$ cat src/rtl/str_slot_sched.sv
// Overlay string-slot scheduler: round-robin arbitration, serial binary-to-BCD conversion,
// shadow/active descriptor tables committed on vsync. Optional STR_SCHED_ZERO_BLANK_EN blanks leading zeros.
module str_slot_sched #(
  parameter int N_REQ = 4
) (
  input  logic                 sys_clk,
  input  logic                 sys_rst_n,
  input  logic                 i_vsync,
  input  logic [N_REQ-1:0]     i_req,
  input  logic [N_REQ*4-1:0]   i_req_slot,
  input  logic [N_REQ*8-1:0]   i_req_val,
  input  logic [N_REQ*19-1:0]  i_req_attr,
  output logic [N_REQ-1:0]     o_gnt,
  output logic                 o_busy,
  output logic [16*64-1:0]     o_str
);

  localparam int PW = (N_REQ > 1) ? $clog2(N_REQ) : 1;
  localparam logic [63:0] RESET_ENTRY = {13'b0, 3'b111, 8'd0, 8'd0, 32'h20202020};

  typedef enum logic [1:0] {IDLE, CONV, WRITE} state_t;

  state_t            state_reg, state_next;
  logic [2:0]        cnt_reg;
  logic [PW-1:0]     ptr_reg;
  logic [N_REQ-1:0]  gnt_reg;
  logic [3:0]        slot_reg;
  logic [7:0]        val_reg;
  logic [18:0]       attr_reg;
  logic [1:0]        hun_reg;
  logic [3:0]        ten_reg, one_reg;
  logic              vsync_d_reg;
  logic [63:0]       shadow_reg [16];
  logic [63:0]       active_reg [16];

  // Round-robin: prefer requesters at or above the pointer, else wrap to the lowest.
  logic [N_REQ-1:0]  upper_mask, req_hi;
  logic              grant_found;
  logic [PW-1:0]     grant_idx;
  logic [3:0]        sel_slot;
  logic [7:0]        sel_val;
  logic [18:0]       sel_attr;

  always_comb begin
    upper_mask  = ~((N_REQ'(1) << ptr_reg) - N_REQ'(1));
    req_hi      = i_req & upper_mask;
    grant_found = |i_req;
    grant_idx   = '0;
    for (int j = N_REQ - 1; j >= 0; j--) begin
      if (i_req[j]) grant_idx = PW'(j);
    end
    if (|req_hi) begin
      for (int j = N_REQ - 1; j >= 0; j--) begin
        if (req_hi[j]) grant_idx = PW'(j);
      end
    end
    sel_slot = '0;
    sel_val  = '0;
    sel_attr = '0;
    for (int j = 0; j < N_REQ; j++) begin
      if (grant_idx == PW'(j)) begin
        sel_slot = i_req_slot[j*4 +: 4];
        sel_val  = i_req_val[j*8 +: 8];
        sel_attr = i_req_attr[j*19 +: 19];
      end
    end
  end

  always_ff @(posedge sys_clk or negedge sys_rst_n) begin
    if (!sys_rst_n) state_reg <= IDLE;
    else            state_reg <= state_next;
  end

  always_comb begin
    state_next = state_reg;
    case (state_reg)
      IDLE:    if (grant_found) state_next = CONV;
      CONV:    if (cnt_reg == 3'd7) state_next = WRITE;
      WRITE:   state_next = IDLE;
      default: state_next = IDLE;
    endcase
  end

  // Double-dabble correction applied before each left shift.
  logic [3:0] ten_adj, one_adj;
  assign ten_adj = (ten_reg >= 4'd5) ? ten_reg + 4'd3 : ten_reg;
  assign one_adj = (one_reg >= 4'd5) ? one_reg + 4'd3 : one_reg;

  always_ff @(posedge sys_clk or negedge sys_rst_n) begin
    if (!sys_rst_n) begin
      cnt_reg  <= '0;
      ptr_reg  <= '0;
      gnt_reg  <= '0;
      slot_reg <= '0;
      val_reg  <= '0;
      attr_reg <= '0;
      hun_reg  <= '0;
      ten_reg  <= '0;
      one_reg  <= '0;
    end else begin
      gnt_reg <= '0;
      case (state_reg)
        IDLE: begin
          if (grant_found) begin
            gnt_reg  <= N_REQ'(1) << grant_idx;
            ptr_reg  <= (grant_idx == PW'(N_REQ - 1)) ? '0 : grant_idx + PW'(1);
            slot_reg <= sel_slot;
            val_reg  <= sel_val;
            attr_reg <= sel_attr;
            hun_reg  <= '0;
            ten_reg  <= '0;
            one_reg  <= '0;
            cnt_reg  <= '0;
          end
        end
        CONV: begin
          {hun_reg, ten_reg, one_reg, val_reg} <= {hun_reg[0], ten_adj, one_adj, val_reg, 1'b0};
          cnt_reg <= cnt_reg + 3'd1;
        end
        default: ;
      endcase
    end
  end

  logic [7:0] hun_chr, ten_chr, one_chr;
  always_comb begin
    hun_chr = 8'd48 + {6'd0, hun_reg};
    ten_chr = 8'd48 + {4'd0, ten_reg};
    one_chr = 8'd48 + {4'd0, one_reg};
`ifdef STR_SCHED_ZERO_BLANK_EN
    if (hun_reg == 2'd0) hun_chr = 8'h20;
    if (hun_reg == 2'd0 && ten_reg == 4'd0) ten_chr = 8'h20;
`endif
  end

  // Nonblocking semantics make a same-cycle commit copy the pre-write shadow.
  always_ff @(posedge sys_clk or negedge sys_rst_n) begin
    if (!sys_rst_n) begin
      vsync_d_reg <= 1'b0;
      for (int s = 0; s < 16; s++) begin
        shadow_reg[s] <= RESET_ENTRY;
        active_reg[s] <= RESET_ENTRY;
      end
    end else begin
      vsync_d_reg <= i_vsync;
      if (state_reg == WRITE)
        shadow_reg[slot_reg] <= {13'b0, attr_reg, 8'h20, hun_chr, ten_chr, one_chr};
      if (i_vsync && !vsync_d_reg) begin
        for (int s = 0; s < 16; s++) active_reg[s] <= shadow_reg[s];
      end
    end
  end

  genvar gi;
  generate
    for (gi = 0; gi < 16; gi++) begin : g_out
      assign o_str[gi*64 +: 64] = active_reg[gi];
    end
  endgenerate

  assign o_gnt  = gnt_reg;
  assign o_busy = (state_reg != IDLE);

endmodule

$ cat config.mk
export PLATFORM = sky130hd
export DESIGN_NAME = str_slot_sched
export DESIGN_NICKNAME = d
export VERILOG_FILES = /design/src/rtl/str_slot_sched.sv
export SDC_FILE = /design/constraint.sdc
export NUM_CORES = 2
export LEC_CHECK = 0
export CAP_MARGIN = 40
export CORE_AREA = 10 10 449 451
export DETAILED_ROUTE_END_ITERATION = 16
export DIE_AREA = 0 0 459 461
export GPL_TIMING_DRIVEN = 0
export SLEW_MARGIN = 20
export SYNTH_ARGS = -nofsm -noshare
export SYNTH_HDL_FRONTEND = slang
export SYNTH_SLANG_ARGS = --single-unit
$ cat constraint.sdc
create_clock -name sys_clk -period 4 [get_ports sys_clk]
set_clock_uncertainty 0.2 [all_clocks]
set_input_delay 0.8 -clock sys_clk [delete_from_list [all_inputs] [get_ports sys_clk]]
set_output_delay 0.8 -clock sys_clk [all_outputs]
set_load 0.005 [all_outputs]
Word level (Yosys, flattened, before mapping) --
Cells that the tools add are included.
Storage, ports and cells: bits in registers 2101, input port bits 131
Cells by class: shift operators 2, reduce and logical (&&, ||, !) cells 12, magnitude comparators 4, equal/unequal tests 8, mux-type cells 41, add/sub/neg operators 8, bitwise logic cells 3
Operators with widths (count):
- bitwise mux 1024 bit | 1
- demux 64 bit (select 4 bit) | 1
- two-way mux 19 bit | 4
- two-way mux 64 bit | 1
- two-way mux 8 bit | 5
- two-way mux 4 bit | 9
- two-way mux 2 bit | 13
- one-hot mux 4 bit (2 select lines) | 2
- one-hot mux 8 bit (2 select lines) | 1
- adder 6 x 4 -> 7 bit, first input constant | 2
- adder 4 x 2 -> 4 bit, second input constant | 2
- >= comparator 4 x 3 -> 1 bit, second input constant | 2
- one-hot mux 2 bit (2 select lines) | 2
- OR reduction 4 bit | 2
- << shifter 1 x 2 -> 4 bit, first input constant | 2
- adder 6 x 2 -> 7 bit, first input constant | 1
- equality test 2 bit, second input constant | 3
- one-hot mux 3 bit (2 select lines) | 1
- AND reduction 2 bit | 3
- >= comparator 5 bit, second input constant | 1
- < comparator 5 x 1 -> 1 bit, second input constant | 1
- inverter 4 -> 5 bit | 1
- bitwise AND 4 bit | 1
- equality test 2 x 1 -> 1 bit, second input constant | 2
- 11 further kinds | 15

Depth between registers and ports, before layout --
depth after elaboration 16, mapped depth 12, gate-level depth less buffers 9

Worst setup path before layout --
No wires, ideal clock.
kind input to register, start point input port i_req[0], end point register attr_reg[12], buffers on the path 3, data arrival time 2669 ps, setup time 77 ps, path slack 1054 ps, stages 11, data required time 3723 ps, path through inv_1 -> o221a_2 -> o22ai_1 -> inv_1 -> ha_1 -> clkbuf_1 -> inv_1 -> clkbuf_1 -> clkbuf_1 -> nand3_1 -> a21oi_1
On the way: cells in the longest elaborated chain, start to end 11, elaborated cells on any way between the ends 18
Ends and longest elaborated chain:
- from (decl) | RTL line 9 | input logic [N_REQ-1:0] i_req,
- two-way mux 2 bit | RTL line 50 | if (i_req[j]) grant_idx = PW'(j);
- two-way mux 2 bit (4 in a row) | RTL line 54 | if (req_hi[j]) grant_idx = PW'(j);
- two-way mux 2 bit | RTL line 52 | if (|req_hi) begin
- zero test 2 bit | RTL line 61 | if (grant_idx == PW'(j)) begin
- two-way mux 19 bit (4 in a row) | RTL line 61
- to (signal assigned) | RTL line 109 | attr_reg <= sel_attr;
- to (decl) | RTL line 29 | logic [18:0] attr_reg;
Several ways; a longest one is shown, not always the timed one. A chain may end at the register's enable or synchronous reset.

Worst setup path in the final report --
start point input port i_req[0], end point register attr_reg[13]
The elaborated chain is that of the path after synthesis.

==> Implementation_results.wiki <==
{| class="wikitable"
! Metric !! Value
|-
| Run status || finished, final reports clean
|-
| Number of warnings reported in the yosys synthesis log || 0
|-
| Worst hold-check path type || reg2reg
|-
| Antenna violations before repair || 37
|-
| Average wire length per cell after detail routing || 23.8 um
|-
| Tightest Pin Transition || 858 ps
|-
| Setup crit end kind || flop
|-
| Number of CTS-inserted buffers || 113
|-
| First-pass GRT wire length || 223 mm
|-
| Post-detailed-route count of antenna-violating nets || 0
|-
| Async set or reset register ratio after synthesis || 100%
|-
| Leakage power summed over all cells || 29.2 nW
|-
| Count of state elements after synthesis || 1013
|-
| Number of global-route vias before repair || 28000
|-
| Setup repair after global routing missed its margin || false
|-
| Main area contributors after synthesis || dfrtp_1 54%, mux2_2 25%, buf_4 9.6%
|-
| Critical path launch point type || primary input
|-
| Internal reg-to-reg setup slack || 530 ps
|-
| Logic depth of the worst register-to-register path || 11
|-
| CP Class || in2reg
|-
| Commonest cells in the netlist || 934 x mux2_2, 917 x dfrtp_1, 547 x buf_4, 96 x dfstp_2, 93 x buf_2
|-
| Clock latency reported for the late side of the worst-skew pair || 770 ps
|-
| Critical Path End || attr_reg[13]
|-
| Mean post-synth cell area || 14.3 um^2
|-
| Final worst path period share || 94.1%
|-
| Chip height || 461 um
|-
| Data required, critical path || 4470 ps
|-
| Starting Density || 22.3%
|-
| Clock tree root driver cell || clkbuf_16
|-
| Reg-to-Reg End || attr_reg[13]
|-
| Final hold vios || 0
|-
| Placement-stage cell area || 0.0551 mm^2
|-
| TritonCTS sink count || 1013
|-
| Max-slew headroom || 42.8%
|-
| F_max || 266 MHz
|-
| Startpoint of the most critical register-to-register path || ptr_reg[0]
|-
| Post-layout min period || 3760 ps
|-
| Global route overflow || 0
|-
| HPWL Detailed || 129 mm
|-
| Distinct cells, synth || 47
|-
| Clock tree from TritonCTS || done
|-
| Maximum capacitance violations || 0
|-
| Post-synthesis cell type with the largest combined area || dfrtp_1
|-
| GPL Wtd Cong || 0.825
|-
| Power per Cell Area || 585 mW/mm^2
|-
| Post-CTS clock slew at the launch and capture registers of the worst setup and hold paths || 60 ps
|-
| Pin count of the biggest net entering global routing || 151
|-
| Sum of negative setup slack || 0 ps
|-
| Crit path DAT || 4230 ps
|-
| Primary FF master, synth || dfrtp_1
|-
| Place WS || -1120 ps
|-
| Maximum clock path buffer count || 3
|-
| Cell area after layout || 0.0590 mm^2
|-
| Remaining DRCs || 0
|-
| Floorplan die area || 0.212 mm^2
|-
| Number of standard-cell rows in the floorplan || 161
|-
| Number of standard cells in the final layout excluding fillers || 6945
|-
| Setup Buffers After CTS || 0
|-
| Die boundary width || 459 um
|-
| Sequential-to-total area share from yosys stat || 59.4%
|-
| Count of final setup violators || 0
|-
| Synth Instances || 2993
|-
| Largest fanout on the critical path || 20
|-
| Number of primary I/O pins || 1160
|-
| Area of the core region || 0.192 mm^2
|-
| Area grow syn2layout || 37.5%
|-
| Yosys top cell area share || 53.5%
|-
| PortBufs || 647
|-
| Final wirelength || 165 mm
|-
| Critical path origin || i_req[0]
|-
| Final worst-path setup slack || 238 ps
|-
| Fin. max-slew vios || 0
|-
| Layout cells sized above 1 || 43.5%
|-
| Nets@finish || 4446
|-
| Dominant cell by count in the synthesized netlist || mux2_2
|-
| Number of enable flip-flop cells after synthesis || 0
|-
| Routed vias || 26766
|-
| Starting DRT DRC Count || 1318
|-
| Cell count after placement || 6711
|-
| Clock H-tree levels || 3
|-
| Overall global routing resource usage || 14.9%
|-
| Netlist area before placement || 0.0429 mm^2
|-
| Vias per cell || 3.85
|-
| Count of TritonRoute iterations in the first routing pass || 5
|-
| Worst vdd ir || 0.365 mV
|}
report_power, final:
group          switching, mW  internal [mW]
clock network           4.50           6.03
logic                   4.72           4.82
registers               1.89           12.5
total                   11.1           23.4
cell type report:
type | count | area, um^2
fill | 19374 | 133000
sequential | 1013 | 25500
multi-input combinational | 1768 | 14500
timing repair buffer | 689 | 7200
buffer | 710 | 4860
clock buffer | 170 | 3200
tap | 2526 | 3160
clock inverter | 42 | 531
antenna | 17 | 42.5
inverter | 10 | 37.5
critical path, stage by stage:
cell,delay (ps)
clkdlybuf4s50_1,550
inv_1,60
o221a_2,270
o22ai_1,300
inv_1,120
ha_1,230
clkbuf_1,310
inv_1,250
clkbuf_1,430
buf_6,350
nand3_1,340
a21oi_1,220
per-layer routing:
metal,track usage (%),routed length [um]
met5,0,0
met4,4.92,5520
met3,4.64,12000
met2,25.7,81900
met1,17.5,66000
worst min path at each step:
stage | startpoint | end | slack, ps | cells past startpoint
final | shadow_reg[532] | shadow_reg[532] | 260 | 1
after global routing | shadow_reg[916] | shadow_reg[916] | 280 | 1
after CTS | i_vsync | vsync_d_reg | 240 | 1
after detailed placement | shadow_reg[916] | shadow_reg[916] | 250 | 1
after global placement | shadow_reg[916] | shadow_reg[916] | 240 | 1
after floorplan | shadow_reg[340] | shadow_reg[340] | 230 | 1
timing repair:
item,4_1_cts,5_1_grt
resized for setup,0,0
setup endpoints to repair,2,5
hold endpoints to repair,92,0
cloned,0,0
hold buffers,1,0
stage by stage:
stage / power, mW / hold slack (ps) / utilization [%]
floorplan: 17.7 / 230 / -
global placement: 23.8 / 245 / 28.3
detailed placement: 24.3 / 248 / 28.7
CTS: 35.1 / 242 / 30.6
global route: 36.2 / 275 / 30.7
finish: 34.5 / 265 / 30.7
kinds of logic (layout without fill, tap and decap cells):
kind of cell,count (synthesis),in the layout,share of synthesized area (%)
muxes,943,943,24.8
DFF,1013,1013,59.4
xor gates and xnor gates,3,3,0.0613
buffers and inverters,722,1621,11.4
AOI/OAI and AO/OA,125,125,2.02
adders and majority gates,10,10,0.292
other,2,529,0.0175
and+or+nand+nor,175,175,2.09
cell usage in the layout, fill, tap and decap left out, drive strengths merged, types with 7 or more instances in the layout:
| master | instances |
|---|---|
| o22ai | 7 |
| dfstp | 96 |
| buf | 689 |
| dfrtp | 917 |
| clkdlybuf4s50 | 646 |
| nand3 | 29 |
| o21ai | 15 |
| mux2 | 942 |
| nor2 | 31 |
| diode | 17 |
| nand2 | 38 |
| conb | 512 |
| or2 | 8 |
| clkbuf | 232 |
| ha | 10 |
| a221o | 30 |
| bufinv | 7 |
| nand2b | 40 |
| inv | 18 |
| clkinv | 23 |
| nor3 | 7 |
| a21oi | 52 |
Note: power is estimated with default switching activity, not from simulation.
